File: config.mk
export PLATFORM = sky130hd
export DESIGN_NAME = jam_cost_table
export DESIGN_NICKNAME = d
export VERILOG_FILES = /design/src/rtl/jam_pkg.sv /design/src/rtl/jam_cost_loader.sv /design/src/rtl/jam_cost_table.sv
export SDC_FILE = /design/constraint.sdc
export NUM_CORES = 1
export LEC_CHECK = 0
export BUFFER_PORTS_ARGS = -buffer_cell sky130_fd_sc_hd__buf_2
export CORE_MARGIN = 3
export CORE_UTILIZATION = 40
export CTS_CLUSTER_SIZE = 14
export DETAILED_ROUTE_END_ITERATION = 16
export GPL_TIMING_DRIVEN = 0
export PLACE_DENSITY = 0.58
export SETUP_SLACK_MARGIN = 0.5
export SKIP_CTS_REPAIR_TIMING = 1
export SLEW_MARGIN = 20
export SYNTH_ARGS = -nofsm -noshare
export SYNTH_HDL_FRONTEND = slang
export SYNTH_SLANG_ARGS = --single-unit
File: constraint.sdc
create_clock -name CLK -period 3.35 [get_ports CLK]
set_input_delay 0.8375 -clock CLK [delete_from_list [all_inputs] [get_ports CLK]]
set_output_delay 0.8375 -clock CLK [all_outputs]
set_load 0.005 [all_outputs]
File: src/rtl/jam_pkg.sv
// Shared definitions for the job-assignment search engine: matrix size,
// cost/index widths, checksum width and the cost-table load states.
package jam_pkg;

   localparam int N  = 8;        // workers = jobs, power of 2
   localparam int CW = 7;        // cost width
   localparam int IW = 3;        // index width, log2(N)
   localparam int SW = 13;       // checksum width, >= CW + 2*IW
   localparam int NN = N * N;    // entries in the matrix
   localparam int AW = 2 * IW;   // flat (worker, job) address width

   typedef logic [CW-1:0] cost_t;
   typedef logic [IW-1:0] idx_t;
   typedef logic [AW-1:0] addr_t;
   typedef logic [SW-1:0] sum_t;

   typedef enum logic [1:0] {
      EMPTY = 2'd0,
      LOAD  = 2'd1,
      READY = 2'd2
   } state_t;

   localparam addr_t LAST_ADDR = addr_t'(NN - 1);

   // Row-major flat address: worker in the upper bits, job in the lower.
   function automatic addr_t cell_addr(input idx_t w, input idx_t j);
      return {w, j};
   endfunction

endpackage

File: src/rtl/jam_cost_loader.sv
// Load sequencer for the cost table: FSM, load index, framing check and
// optional running checksum (enabled by JAM_COST_CKSUM_EN).
//
//  state | meaning
//  ------+------------------------------------------------------------
//  EMPTY | no table; one idle cycle before loading restarts
//  LOAD  | accepting beats, in_ready=1, idx counts written entries
//  READY | full matrix held, tbl_ready=1, stream ignored
module jam_cost_loader
   import jam_pkg::*;
(
   input  logic          CLK,
   input  logic          RST,
   input  logic          in_valid,
   input  logic [CW-1:0] in_data,
   input  logic          in_last,
   input  logic          clear,
   output logic          in_ready,
   output logic          tbl_ready,
   output logic          load_err,
   output logic          wr_en,
   output logic [AW-1:0] wr_addr,
   output logic [CW-1:0] wr_data,
   output logic [SW-1:0] cksum
);

   state_t state;
   addr_t  idx;
   logic   accept;
   logic   at_last;
   logic   frame_bad;

   assign accept    = in_valid && (state == LOAD);
   assign at_last   = (idx == LAST_ADDR);
   // in_last must coincide exactly with the final index, in both directions.
   assign frame_bad = accept && (in_last != at_last);

   assign in_ready  = (state == LOAD);
   assign tbl_ready = (state == READY);

   // clear wins over any beat offered in the same cycle.
   assign wr_en   = accept && !clear;
   assign wr_addr = idx;
   assign wr_data = in_data;

   // State sequencing, load index and framing-error pulse.
   always_ff @(posedge CLK) begin
      if (RST) begin
         state    <= EMPTY;
         idx      <= '0;
         load_err <= 1'b0;
      end else begin
         load_err <= 1'b0;
         if (clear) begin
            state <= LOAD;
            idx   <= '0;
         end else begin
            unique case (state)
               EMPTY: state <= LOAD;
               LOAD: begin
                  if (accept) begin
                     if (frame_bad) begin
                        load_err <= 1'b1;
                        idx      <= '0;
                        state    <= EMPTY;
                     end else begin
                        idx <= addr_t'(idx + 1'b1);
                        if (at_last) state <= READY;
                     end
                  end
               end
               READY:   state <= READY;
               default: state <= EMPTY;
            endcase
         end
      end
   end

`ifdef JAM_COST_CKSUM_EN
   sum_t acc;

   // Running sum of written entries; width chosen so it cannot overflow.
   always_ff @(posedge CLK) begin
      if (RST || clear || frame_bad) begin
         acc <= '0;
      end else if (wr_en) begin
         acc <= acc + sum_t'(in_data);
      end
   end

   assign cksum = acc;
`else
   assign cksum = '0;
`endif

endmodule

File: src/rtl/jam_cost_table.sv
// NxN worker/job cost store. Loaded row-major over a valid/ready stream,
// read combinationally so the search engine sees Cost in the same cycle it
// drives W/J. Optional checksum output enabled by JAM_COST_CKSUM_EN.
module jam_cost_table
   import jam_pkg::*;
(
   input  logic          CLK,
   input  logic          RST,
   input  logic          in_valid,
   output logic          in_ready,
   input  logic [CW-1:0] in_data,
   input  logic          in_last,
   input  logic          clear,
   input  logic [IW-1:0] W,
   input  logic [IW-1:0] J,
   output logic [CW-1:0] Cost,
   output logic          tbl_ready,
   output logic          load_err,
   output logic [SW-1:0] cksum
);

   logic          wr_en;
   logic [AW-1:0] wr_addr;
   logic [CW-1:0] wr_data;

   // Storage is deliberately not reset; tbl_ready gates every read instead.
   cost_t mem [NN];

   jam_cost_loader u_loader (
      .CLK       (CLK),
      .RST       (RST),
      .in_valid  (in_valid),
      .in_data   (in_data),
      .in_last   (in_last),
      .clear     (clear),
      .in_ready  (in_ready),
      .tbl_ready (tbl_ready),
      .load_err  (load_err),
      .wr_en     (wr_en),
      .wr_addr   (wr_addr),
      .wr_data   (wr_data),
      .cksum     (cksum)
   );

   // Matrix write port driven by the loader.
   always_ff @(posedge CLK) begin
      if (wr_en) begin
         mem[wr_addr] <= wr_data;
      end
   end

   assign Cost = tbl_ready ? mem[cell_addr(W, J)] : '0;

endmodule
==> reports/qor.csv <==
stage;metric;value;unit
drt;total via count after detailed routing;9344;
layout;sequential standard cell area;13600;sq um
sta;slew at the pin closest to its max-slew limit;1.20;ns
pwr;logic gate share of total power;5.7;%
synth;library cell with the highest instance count after synthesis;edfxtp_1;
sta;Final WS setup;-0.231;ns
global_route;overall track demand over capacity in global routing;20.0;%
placed_design;detailed-placement wirelength estimate;29800;um
pwr;Pwr Density;555;nW/um^2
sta;Rel. slew slack;20.3;%
drt;drt first-iter violations;1106;
clock_tree;H-tree levels;2;
drt;antenna viol nets, final;0;
worst_setup_path;critical path required time;2.51;ns
floorplanning;y dimension of the die;218;um
layout;Antenna diodes;0;
synth;count of flip-flops with a built-in enable after synthesis;448;
status;failing checks;negative setup slack;
placed_design;dpl cell area;19100;sq um
flow_run;max-capacitance violation count;0;
sta;timing-limited maximum frequency;279;MHz
clock_tree;Sinks on Clock Net;457;
synth;post-synthesis async set-or-reset flop share;0;%
placed_design;placer congestion estimate;0.969;
floorplanning;area of the core region;44400;sq um
floorplanning;width of the die;218;um
pwr;switching power as a share of total power;21.0;%
worst_setup_path;Critical Path Sink Type;output pin;
sta;endpoints failing hold;0;
layout;signed area change from the synthesized netlist to the final layout;18.4;%
worst_setup_path;type of element launching the critical path;primary input;
drt;WL per Instance;29.3;um
floorplanning;number of top-level design ports;41;
sta;share of the cycle needed by the critical path after routing;107;%
layout;fill cell total of the finished layout;3646;
placed_design;minimum setup slack after placement;-1.11;ns
clock_tree;TritonCTS buffer count;47;
synth;share of Yosys cell area claimed by the top area cell type;74.5;%
worst_hold_path;worst hold path class;in2reg;
synth;share of the yosys chip area belonging to registers;75.5;%
synth;post-synth design cell area;18100;sq um
clock_tree;Clock transition at path regs;0.06;ns
pwr;switching pwr;0.00249;W
pwr;Cell Int Power;0.00936;W
global_route;initial antenna violation count;1;
floorplanning;Site Rows;77;
floorplanning;total die area;47700;sq um
sta;maximum clock skew at final layout;0.0229;ns
synth;most frequently used flop master after synthesis;edfxtp_1;
clock_tree;CTS tree;done;
global_route;largest net degree at the start of global routing;65;
synth;largest cells by area after synthesis;edfxtp_1 74%, mux4_2 14%, nor2_1 1.5%, buf_4 1.2%, dfxtp_1 1.0%;
drt;Avg Vias per Cell;5.77;
floorplanning;initial core utilization;40.7;%
layout;area taken by multi-input logic gates;4580;sq um
layout;fraction of layout instances using a drive strength above 1;33.6;%
global_route;Overflow after GRT;0;
layout;final design area excluding fillers;21400;sq um
drt;total routed wirelength;47500;um
pwr;Leakage Power;6.68;nW
synth;Yosys top cell by area;edfxtp_1;
clock_tree;clock root cell;clkbuf_16;
worst_setup_path;highest fanout seen on the critical path;10;
synth;most frequent cells after synthesis;448 x edfxtp_1, 112 x mux4_2, 74 x nor2_1;
placed_design;total of buffers placed on input and output ports;24;
synth;syn avg cell area;20.2;sq um
drt;# DRC;0;
global_route;via count of the first global-routing pass;9146;
sta;RSZ-0062 raised after global routing;true;
sta;max-slew violation total from the final report;0;
layout;number of nets in the finished design;1016;
worst_setup_path;Worst Path Arrival;2.74;ns
pwr;peak ir drop on the vdd network;0.000334;V
clock_tree;clock insertion delay at the later pin of the skew report;0.58;ns
pwr;portion of total power attributed to sequential cells;53.0;%
sta;min Tclk post-route;3.58;ns
clock_tree;CTS max path bufs;3;
synth;Yosys Warn Count;0;
synth;post-synthesis instance total;895;
synth;distinct cell type count after synthesis;52;
pwr;fraction of power consumed by the clock network;41.4;%
worst_setup_path;critical setup path kind;in2out;
sta;final-report setup violation count;7;
drt;first-pass iteration count of the detailed router;6;
global_route;wire length of the first global-routing pass;66800;um
synth;number of register bits inferred by synthesis;457;
status;result of the run;finished with violations;
## power by group through the flow
stage	Clock (W)	Sequential (W)	Combinational, W
2_1_floorplan	0	0.00640	0.000305
3_3_place_gp	0	0.00640	0.000560
3_5_place_dp	0	0.00640	0.000569
4_1_cts	0.00500	0.00628	0.000570
5_1_grt	0.00525	0.00628	0.000703
6_report	0.00490	0.00628	0.000672
## per-layer routing
metal	track usage (%)	share of wire (%)	up-vias
li1	-	-	3873
met1	29.7	43	4918
met2	29.7	45	473
met3	5.31	9.6	78
met4	4.61	2.2	2
met5	0	0.038	-
## cells by family (layout without fill, tap and decap cells)
group                    after synthesis  in the layout  share of synthesized area [%]
AO/OA/AOI/OAI                         63             63                           2.64
AND/OR/NAND/NOR                      175            175                           4.42
multiplexers                         132            132                           15.1
flip-flops                           457            457                           75.5
adder cells (fa/ha/maj)                1              1                         0.0693
buffers and inverters                 62            183                           2.07
other                                  1             13                         0.0208
XOR/XNOR                               4              4                          0.194
## state kept, by name (all words and copies together), names as in the netlist
signal             cells
u_loader.wr_addr       6
mem                  448
u_loader.state         2
u_loader.load_err      1
## worst paths after layout
kind | cells past startpoint | start | slack [ns] | end
min reg2reg | 2 | u_loader.wr_addr[2] | 0.61 | u_loader.wr_addr[2]
max reg2reg | 5 | u_loader.state[0] | 0.36 | mem[11][0]
min | 2 | RST | 0.46 | u_loader.state[0]
max | 7 | J[0] | -0.23 | Cost[6]
## through the flow
step,TNS [ns],cells,utilization [%],hold slack [ns],power [W]
after global placement,-19.10,1523,42.8,0.586,0.00696
after CTS,-6.13,1603,46.1,0.432,0.0119
after global routing,-1.64,1620,48.1,0.457,0.0122
final,-1.39,1620,48.1,0.460,0.0119
after floorplan,0,907,-,0.536,0.00671
after detailed placement,-14.11,1523,42.9,0.600,0.00697
## worst max-delay path: stages
cell,delay (ns)
buf_16,0.13
buf_6,0.26
mux4_2,0.59
mux2i_2,0.28
a221oi_1,0.18
a22o_4,0.31
buf_2,0.13
## layout by cell type (no fill, tap or decap), types with 7 or more instances in the layout
| master | n |
|---|---|
| nor3_2 | 11 |
| nor2_2 | 19 |
| mux2i_1 | 7 |
| clkbuf_16 | 49 |
| conb_1 | 13 |
| buf_4 | 37 |
| or2_2 | 7 |
| clkbuf_1 | 27 |
| buf_2 | 17 |
| edfxtp_1 | 448 |
| buf_12 | 12 |
| clkinv_1 | 10 |
| nand2_1 | 31 |
| nor2_1 | 48 |
| nand2b_1 | 7 |
| nor2_4 | 7 |
| dfxtp_1 | 9 |
| nand3_1 | 9 |
| mux2i_4 | 7 |
| mux4_2 | 112 |
## area by class of cell
type	instances	area share [%]
Sequential cell	457	63.8
Multi-Input combinational cell	388	21.4
Clock buffer	66	6.03
Tap cell	592	3.46
Buffer	59	3.28
Timing Repair Buffer	41	1.39
Clock inverter	14	0.574
Inverter	3	0.0527
(Power assumes the default switching activity.)
